### config.mk
export PLATFORM = sky130hd
export DESIGN_NAME = debounce_bank
export DESIGN_NICKNAME = d
export VERILOG_FILES = /design/src/rtl/debounce_bank.sv
export SDC_FILE = /design/constraint.sdc
export NUM_CORES = 1
export LEC_CHECK = 0
export BUFFER_PORTS_ARGS = -buffer_cell sky130_fd_sc_hd__buf_2
export CAP_MARGIN = 20
export CORE_MARGIN = 2
export CORE_UTILIZATION = 50
export CTS_CLUSTER_DIAMETER = 80
export DETAILED_ROUTE_END_ITERATION = 12
export GPL_TIMING_DRIVEN = 0
export PLACE_DENSITY_LB_ADDON = 0.3
export SLEW_MARGIN = 20
export SYNTH_ARGS = -nofsm -noshare
export SYNTH_HDL_FRONTEND = slang
export SYNTH_SLANG_ARGS = --single-unit
### constraint.sdc
create_clock -name CLK -period 4.1 [get_ports CLK]
set_input_delay 1.23 -clock CLK [delete_from_list [all_inputs] [get_ports CLK]]
set_output_delay 1.23 -clock CLK [all_outputs]
set_load 0.01 [all_outputs]
### src/rtl/debounce_bank.sv
// Multi-channel switch debouncer: synchroniser, stability counter, edge pulses,
// selectable-edge toggle and optional one-shot long-hold pulse per channel.
module debounce_bank #(
  parameter int   NUM_CH          = 4,
  parameter int   SYNC_STAGES     = 2,
  parameter int   DEBOUNCE_CYCLES = 50000,
  parameter int   LONG_CYCLES     = 0,
  parameter logic RESET_LEVEL     = 1'b1,
  parameter logic ACTIVE_LEVEL    = 1'b0
) (
  input  logic              CLK,
  input  logic              RST,
  input  logic [NUM_CH-1:0] switch_in,
  input  logic [NUM_CH-1:0] toggle_edge_sel,
  output logic [NUM_CH-1:0] state,
  output logic [NUM_CH-1:0] trans_up,
  output logic [NUM_CH-1:0] trans_dn,
  output logic [NUM_CH-1:0] toggle,
  output logic [NUM_CH-1:0] long_hold
);

  localparam int             DW      = $clog2(DEBOUNCE_CYCLES + 1);
  localparam logic [DW-1:0]  DB_LAST = DW'(DEBOUNCE_CYCLES - 1);

  for (genvar i = 0; i < NUM_CH; i++) begin : g_ch
    logic [SYNC_STAGES-1:0] sync_q;
    logic [DW-1:0]          db_cnt;
    logic                   state_q;
    logic                   up_q;
    logic                   dn_q;
    logic                   tog_q;
    logic                   sync;
    logic                   accept;

    assign sync   = sync_q[SYNC_STAGES-1];
    assign accept = (sync != state_q) && (db_cnt == DB_LAST);

    always_ff @(posedge CLK or posedge RST) begin
      if (RST) begin
        sync_q <= {SYNC_STAGES{RESET_LEVEL}};
      end else begin
        sync_q <= {sync_q[SYNC_STAGES-2:0], switch_in[i]};
      end
    end

    // Any cycle where sync agrees with the accepted level restarts the count.
    always_ff @(posedge CLK or posedge RST) begin
      if (RST) begin
        db_cnt  <= '0;
        state_q <= RESET_LEVEL;
        up_q    <= 1'b0;
        dn_q    <= 1'b0;
        tog_q   <= 1'b0;
      end else begin
        up_q <= accept && sync;
        dn_q <= accept && !sync;
        if (sync == state_q) begin
          db_cnt <= '0;
        end else if (accept) begin
          db_cnt  <= '0;
          state_q <= sync;
          if (sync == toggle_edge_sel[i]) begin
            tog_q <= ~tog_q;
          end
        end else begin
          db_cnt <= db_cnt + 1'b1;
        end
      end
    end

    assign state[i]    = state_q;
    assign trans_up[i] = up_q;
    assign trans_dn[i] = dn_q;
    assign toggle[i]   = tog_q;

    if (LONG_CYCLES > 0) begin : g_hold
      localparam int            HW        = $clog2(LONG_CYCLES + 1);
      localparam logic [HW-1:0] HOLD_MAX  = HW'(LONG_CYCLES);
      localparam logic [HW-1:0] HOLD_LAST = HW'(LONG_CYCLES - 1);
      logic [HW-1:0] hold_cnt;
      logic          long_q;

      // Saturating at HOLD_MAX keeps the pulse to one per press.
      always_ff @(posedge CLK or posedge RST) begin
        if (RST) begin
          hold_cnt <= '0;
          long_q   <= 1'b0;
        end else if (state_q != ACTIVE_LEVEL) begin
          hold_cnt <= '0;
          long_q   <= 1'b0;
        end else begin
          long_q <= (hold_cnt == HOLD_LAST);
          if (hold_cnt != HOLD_MAX) begin
            hold_cnt <= hold_cnt + 1'b1;
          end
        end
      end

      assign long_hold[i] = long_q;
    end else begin : g_no_hold
      assign long_hold[i] = 1'b0;
    end
  end

endmodule

* Word level (Yosys, flattened, before mapping)
Index checks and enable logic that the tools add are counted.
** Operators by class
- Equality and inequality tests :: 16
- Reductions and logical operators :: 24
- Muxes and demuxes :: 8
- Bitwise gates (word level) :: 8
- Add/sub/neg operators :: 4
** Operators by type and width (number)
- 2-to-1 mux 16 bit :: 8
- adder 16 x 1 -> 16 bit (second input constant) :: 4
- == test 16 bit (second input constant) :: 4
- logical AND 1 bit :: 12
- AND reduction 3 bit :: 4
- == test 1 bit :: 8
- inverter 1 bit :: 8
- AND reduction 2 bit :: 4
- zero test 1 bit :: 4
- != test 1 bit :: 4
** Word-level totals
- Register bits :: 88
- Output and inout port bits :: 20
- Word-level logic and storage cells :: 84

* Depth between registers and ports, before layout
Gate-level depths: netlist (run 1).
- Depth after elaboration :: 4
- Mapped depth :: 6

* Least setup slack after synthesis (run 1)
OpenSTA, ideal clock, no wires.
- Path type :: register -> output
- Start point :: register g_ch[2].state_q
- End point :: output port state[2]
- Stages on the path, launching flop included :: 2
- Path slack :: 2.219 ns
- Data arrival time :: 0.651 ns
- Cells stage by stage :: dfstp_2 -> buf_4
** RTL lines
- from (decl) :: RTL line 28 : logic state_q;
- from (signal assigned) :: RTL line 61 : state_q <= sync;
- to (decl) :: RTL line 15 : output logic [NUM_CH-1:0] state,
No word-level cell between the ends.

* Final worst setup path (run 1)
- Start point :: register g_ch[2].state_q
- End point :: output port state[2]
No word-level cell between the ends.

==> flow_metrics.tcl, run 1 <==
set metrics [dict create \
    status "finished, final reports clean" \
    cp_num_buf_inv 2 \
    numCtsBuffers 9 \
    netlist_instances 396 \
    initial_core_util_pct 51.1 \
    synth_cell_types 34 \
    final_area_mm2 0.00469 \
    hold_viol 0 \
    async_flop_share_pct 100 \
    yosys_warnings 0 \
    synth-seq-area-share_pct 53.3 \
    die_w_um 95.2 \
    num_vias 2848 \
    setup.worst_path.class "register to primary output" \
    slew_viol_final 0 \
    worst-path-max-fanout 5 \
    gp_congestion 0.866 \
    path_delay_family "flip-flops" \
    core-area_mm2 0.00813 \
    irDropWorstVdd_mv 0.236 \
    io_pins 30 \
    setup_violations 0 \
    nets 450 \
    place_inst 530 \
    min_period_ns 2.39 \
    io_buffer_count 25 \
    synth_area_mm2 0.00416 \
    grt_usage_pct 18.1 \
    ys.flop_type "dfrtp_1" \
    drt-pass1-iter-count 4 \
    htreeDepth 3 \
    power_mw 1.66 \
    relSlewSlack_pct 64.0 \
    place_ws_ns 2.08 \
    tns_ns 0 \
    max_stage_delay_ns 0.58 \
    p_per_area_mw_per_mm2 354 \
    postCtsSetupRepairBufs 0 \
    gr-total-overflow 0 \
    clk_pin_slew_ns 0.09 \
    cts_resized 0 \
    die_y_um 95.2 \
    final_core_util_pct 57.7 \
    whs_path_depth 0 \
    cts_hold_buffers 0 \
    fin_ws_ns 1.71 \
    grt_pass1_wl_um 12800 \
    leakage_nw 2.03 \
    path_depth 2 \
    cp.arrival_ns 1.16 \
    fin_hold_ws_ns 0.359 \
    synth_commonest_cells "76 x dfrtp_1, 67 x nor2_1, 44 x xnor2_1, 24 x nand4_1" \
    clock_skew_ns 0.00686 \
    worstSetupEndpointType "primary output" \
    maxCapViolCount 0 \
    cpMaxStageDelayCell "dfstp_2" \
    clock_path_buffers 2 \
    drtAntennaViolNets 0 \
    dieArea_mm2 0.00907 \
    synth_top_area_share_pct 45.7 \
    avgSynthCellArea_um2 10.5 \
    antenna_found_initial 0 \
    max_freq_mhz 419 \
    grt_max_degree 48 \
    yosysMostFrequentCell "dfrtp_1" \
    antenna_cells 0 \
    dp.final_hpwl_um 4970 \
    critPathLaunchType "register" \
    cts-root-buf "clkbuf_8" \
    drt_wl_total_um 7180 \
    first_global_vias 2773 \
    syn2layout_area_growth_pct 12.8 \
    route.detailed.vias_per_inst 5.22 \
    crit_chain "buf_4, buf_2" \
    synth_top_area_cell "dfrtp_1" \
    drt-initial-drc-count 139 \
    synth_edf_count 0 \
    fin_cells 546 \
    ys_seq_elements 88 \
    rows 33 \
    rsz0062_at_grt "false" \
    cts_tree "yes" \
    critPathRequiredTime_ns 2.87 \
    fin_crit_sh_pct 58.2 \
    min_path_type "register to register" \
    clock_latency_ns 0.35 \
    dpl_cell_area_mm2 0.00446 \
    drive_above_1_share_pct 20.4 \
    avgRoutedWirePerCell_um 13.1 \
    drc 0 \
    rr_worst_depth 5 \
    synthTopCellsByArea "dfrtp_1 46%, xnor2_1 9.3%, dfstp_2 7.6%" \
    worst_pin_slew_ns 0.540 \
    cts.sinks 88 \
]
## logic make-up after synthesis
group | count (synthesis) | synth area share [%]
adder cells (fa/ha/maj) | 4 | 1.20
flip-flops | 88 | 53.3
AO/OA/AOI/OAI | 8 | 1.20
XOR/XNOR | 64 | 13.5
multiplexers | 4 | 1.08
other | 1 | 0.0901
AND/OR/NAND/NOR | 190 | 24.4
buffers and inverters | 37 | 5.26
## power breakdown
| group | switching (mW) | total (mW) | leakage (nW) | internal [mW] |
|---|---|---|---|---|
| registers | 0.0152 | 0.900 | 1.18 | 0.885 |
| clock network | 0.296 | 0.697 | 0.123 | 0.401 |
| logic | 0.0417 | 0.0665 | 0.733 | 0.0249 |
| total | 0.353 | 1.66 | 2.03 | 1.31 |
## flip-flops by register name (all words and copies together), names as in the netlist
signal	count
g_ch.tog_q	4
g_ch.sync_q	8
g_ch.state_q	4
g_ch.db_cnt	64
g_ch.dn_q	4
g_ch.up_q	4
## worst register-to-register path: stages (launching register included)
cell	delay [ns]
dfrtp_1	0.46
nor4b_1	0.44
nand4_1	0.32
nand2_1	0.28
buf_2	0.26
nor2_1	0.08
## area by class of cell
cell class / count / area (um2)
Buffer: 26 / 178
Sequential cell: 88 / 2220
Multi-Input combinational cell: 274 / 1740
Inverter: 11 / 43.8
Clock buffer: 9 / 124
Fill cell: 666 / 3440
Tap cell: 105 / 131
Clock inverter: 7 / 110
Timing Repair Buffer: 26 / 153
## cells in the final DEF, fill, tap and decap left out, types with 2 or more instances in the layout
master     synthesis  layout
nor4b_1            4       4
nor3b_1            8       8
nand2_1           18      18
a31o_2             2       2
bufinv_16          0       3
nand3_1           16      16
mux2_2             4       4
buf_2              4      29
nor4bb_1           7       7
dfstp_2           12      12
clkinv_2           0       4
clkbuf_1           2       2
and3_1             8       8
xnor2_1           44      44
inv_1             11      10
a21oi_1            4       4
nor4_1            13      13
buf_4             20      20
nand2_2            2       2
nor2_1            67      67
dfrtp_1           76      76
conb_1             1       4
and4_1             2       2
ha_1               4       4
and2_1             2       2
nor3_1            13      13
nand4_1           24      24
clkbuf_8           0       9
xor2_1            20      20
## per-layer routing
metal	global-route usage, %	vias to the layer above	routed length, um
met4	6.40	0	95
met3	4.03	8	285
met5	0	-	0
li1	-	1418	-
met2	27.9	59	3370
met1	25.2	1363	3420
## final timing paths
kind / from / to / slack, ns
max: g_ch[2].state_q$_DFFE_PP1P_ / state[2] / 1.71
min: g_ch[2].sync_q[0]$_DFF_PP1_ / g_ch[2].sync_q[1]$_DFF_PP1_ / 0.36
max reg2reg: g_ch[1].db_cnt[10]$_DFF_PP0_ / g_ch[1].db_cnt[6]$_DFF_PP0_ / 2.15
min reg2reg: g_ch[2].sync_q[0]$_DFF_PP1_ / g_ch[2].sync_q[1]$_DFF_PP1_ / 0.36
max in group asynchronous: RST / g_ch[3].state_q$_DFFE_PP1P_ / 2.51
min in group asynchronous: RST / g_ch[0].db_cnt[12]$_DFF_PP0_ / 0.93
(Power assumes the default switching activity.)
==> run 2: changes to the inputs <==
Settings changed: ABC_AREA set to 1.
Clock period 4.1 ns to 2.11 ns, I/O delays scaled along.
==> run 2 against run 1 <==
Critical endpoint is now state[1]; critical path depth is the same; largest cell class unchanged; final area rose by 17%; non-clock buffer count down 4; cell count grew 54%; global-route usage increased by 1.7 points; power up 90%; worst setup slack lost 1.4 ns; worst hold slack worse by 0.094 ns; highest routed layer unchanged; area after synthesis rose by 18%; sequential share of layout area is 7.0 points lower; wire length up 33%.
==> flow_metrics.tcl, run 2 <==
set metrics [dict create \
    max_freq_mhz 568 \
    synth_edf_count 0 \
    drt-initial-drc-count 190 \
    fin_crit_sh_pct 83.4 \
    place_ws_ns 0.576 \
    worst-path-max-fanout 3 \
    num_vias 4180 \
    p_int_mw 2.46 \
    grt_max_degree 32 \
    cpMaxStageDelayCell "dfstp_2" \
    ys_seq_elements 88 \
    cts_hold_buffers 0 \
    clock_path_buffers 2 \
    fin_ws_ns 0.350 \
    max_stage_delay_ns 0.56 \
    synth_top_area_cell "dfrtp_1" \
    min_period_ns 1.76 \
    crit_chain "buf_4, buf_2" \
    avgSynthCellArea_um2 7.43 \
    muxShareOfSynthArea_pct 0 \
    antenna_cells 0 \
    fin_hold_ws_ns 0.265 \
    route.detailed.vias_per_inst 4.97 \
    gp_congestion 0.933 \
    antenna_found_initial 0 \
    synth_top_area_share_pct 38.7 \
    grt_pass1_wl_um 16700 \
    initial_core_util_pct 51.0 \
    regMostFlops "g_ch.db_cnt" \
    synth_compound_area_share_pct 1.98 \
    synth_top_family_by_area "simple AND/OR/NAND/NOR gates" \
    worstSetupEndpointType "primary output" \
    maxCapViolCount 0 \
    cts.sinks 88 \
    min_path_type "input port to asynchronous set/reset pin" \
    core-area_mm2 0.00964 \
    synth_commonest_cells "165 x nand2_1, 114 x nor2_1, 92 x inv_1, 76 x dfrtp_1, 58 x nand3_1" \
    synth_cell_types 29 \
    leakage_nw 2.71 \
    p_comb_share_pct 4.8 \
    async_flop_share_pct 100 \
    yosysMostFrequentCell "nand2_1" \
    rsz0062_at_grt "false" \
    seq_power_share_pct 55.1 \
    io_pins 30 \
    synth_area_mm2 0.00492 \
    ys.flop_type "dfrtp_1" \
    yosys_warnings 0 \
    setup_violations 0 \
    die_y_um 103 \
    drt-pass1-iter-count 4 \
    dieArea_mm2 0.0106 \
    setup.worst_path.class "register to primary output" \
    critPathRequiredTime_ns 1.48 \
    drc 0 \
    critPathLaunchType "register" \
    drive_above_1_share_pct 15.8 \
    numCtsBuffers 9 \
    layout.cells.most_common "nand2_1" \
    netlist_instances 662 \
    clk_pin_slew_ns 0.09 \
    slew_viol_final 0 \
    synth_xor_area_share_pct 3.03 \
    dp.final_hpwl_um 7180 \
    drtAntennaViolNets 0 \
    nets 718 \
    syn2layout_area_growth_pct 11.9 \
    r2r_setup_slack_ns 0.57 \
    p_sw_share_pct 22.1 \
    gr-total-overflow 0 \
    grt_usage_pct 19.8 \
    rows 36 \
    hold_viol 0 \
    clock_latency_ns 0.36 \
    reg_top3 "g_ch.db_cnt x64, g_ch.sync_q x8" \
    power_mw 3.16 \
    switchingPower_uw 697 \
    first_global_vias 3928 \
    io_buffer_count 25 \
    p_per_area_mw_per_mm2 574 \
    layout_common_cells "165 x nand2_1, 114 x nor2_1, 91 x inv_1" \
    synthTopCellsByArea "dfrtp_1 39%, nand2_1 13%, nor2_1 8.7%" \
    synth_fa_ha_area_share_pct 1.02 \
    status "finished, final reports clean" \
    cts-root-buf "clkbuf_8" \
    cts_resized 0 \
    largest_reg_flops 64 \
    postCtsSetupRepairBufs 0 \
    die_w_um 103 \
    cp.arrival_ns 1.13 \
    avgRoutedWirePerCell_um 11.3 \
    synth-seq-area-share_pct 45.1 \
    htreeDepth 3 \
    cts_tree "yes" \
    final_core_util_pct 57.1 \
    drt_wl_total_um 9540 \
    clock_skew_ns 0.0120 \
    yosys.area_share.simple_pct 38.1 \
    irDropWorstVdd_mv 0.396 \
    pwr-share-clk_pct 40.1 \
]
==> run 2: cell count changes after synthesis, sizes merged, moves of 5 or more <==
cell    delta
nand2    +154
inv       +86
nor2      +63
nand3     +45
xnor2     -38
nor4      -13
xor2       -9
and3       -8
nor4bb     -7
o21ai      +7
nor3       +5
==> run 2: metal layers <==
layer	wire [um]	GRT usage [%]	up-vias
met1	4290	25.0	1966
met4	107	6.58	0
met2	4740	33.6	82
met5	0	0	-
met3	413	4.70	15
li1	-	-	2117
==> run 2: power by group through the flow <==
stage	clock [mW]	sequential (mW)	combinational [mW]
after floorplan	0	1.77	0.101
after global placement	0	1.77	0.135
after detailed placement	0	1.77	0.156
after CTS	1.30	1.74	0.156
after global routing	1.38	1.74	0.176
final	1.27	1.74	0.152
==> run 2: layout make-up <==
class	instances	area, um2
clock inverters	4	70.1
inverters	100	379
flip-flops and latches	88	2220
plain buffers	20	150
well taps	133	166
multi-input cells	457	2190
fillers	929	4140
repair buffers	28	193
clock buffers	11	141
==> run 2: logic make-up after synthesis <==
family	Yosys count
AO/OA/AOI/OAI	17
flip-flops	88
buffers and inverters	120
AND/OR/NAND/NOR	415
other	1
XOR/XNOR	17
adder cells (fa/ha/maj)	4
==> run 2: through the flow <==
step / cells / TNS [ns] / instance area, um2
after floorplan: 665 / 0 / 4930
after global placement: 823 / -9.98 / 5230
after detailed placement: 826 / 0 / 5290
after CTS: 841 / 0 / 5500
after global routing: 841 / 0 / 5500
final: 841 / 0 / 5500
==> run 2: worst paths after layout <==
path	from	endpoint	depth (start not counted)
max in group asynchronous	RST	g_ch[1].sync_q[1]$_DFF_PP1_	4
max reg2reg	g_ch[3].db_cnt[0]$_DFF_PP0_	g_ch[3].db_cnt[12]$_DFF_PP0_	9
min in group CLK	g_ch[0].sync_q[0]$_DFF_PP1_	g_ch[0].sync_q[1]$_DFF_PP1_	0
min reg2reg	g_ch[0].sync_q[0]$_DFF_PP1_	g_ch[0].sync_q[1]$_DFF_PP1_	0
max	g_ch[1].state_q$_DFFE_PP1P_	state[1]	2
min	RST	g_ch[0].db_cnt[2]$_DFF_PP0_	2
==> run 2: worst max-delay path: cells and delay by family (launching register included) <==
kind                   cells  cell delay, ns
flip-flops                 1            0.56
buffers and inverters      2            0.22
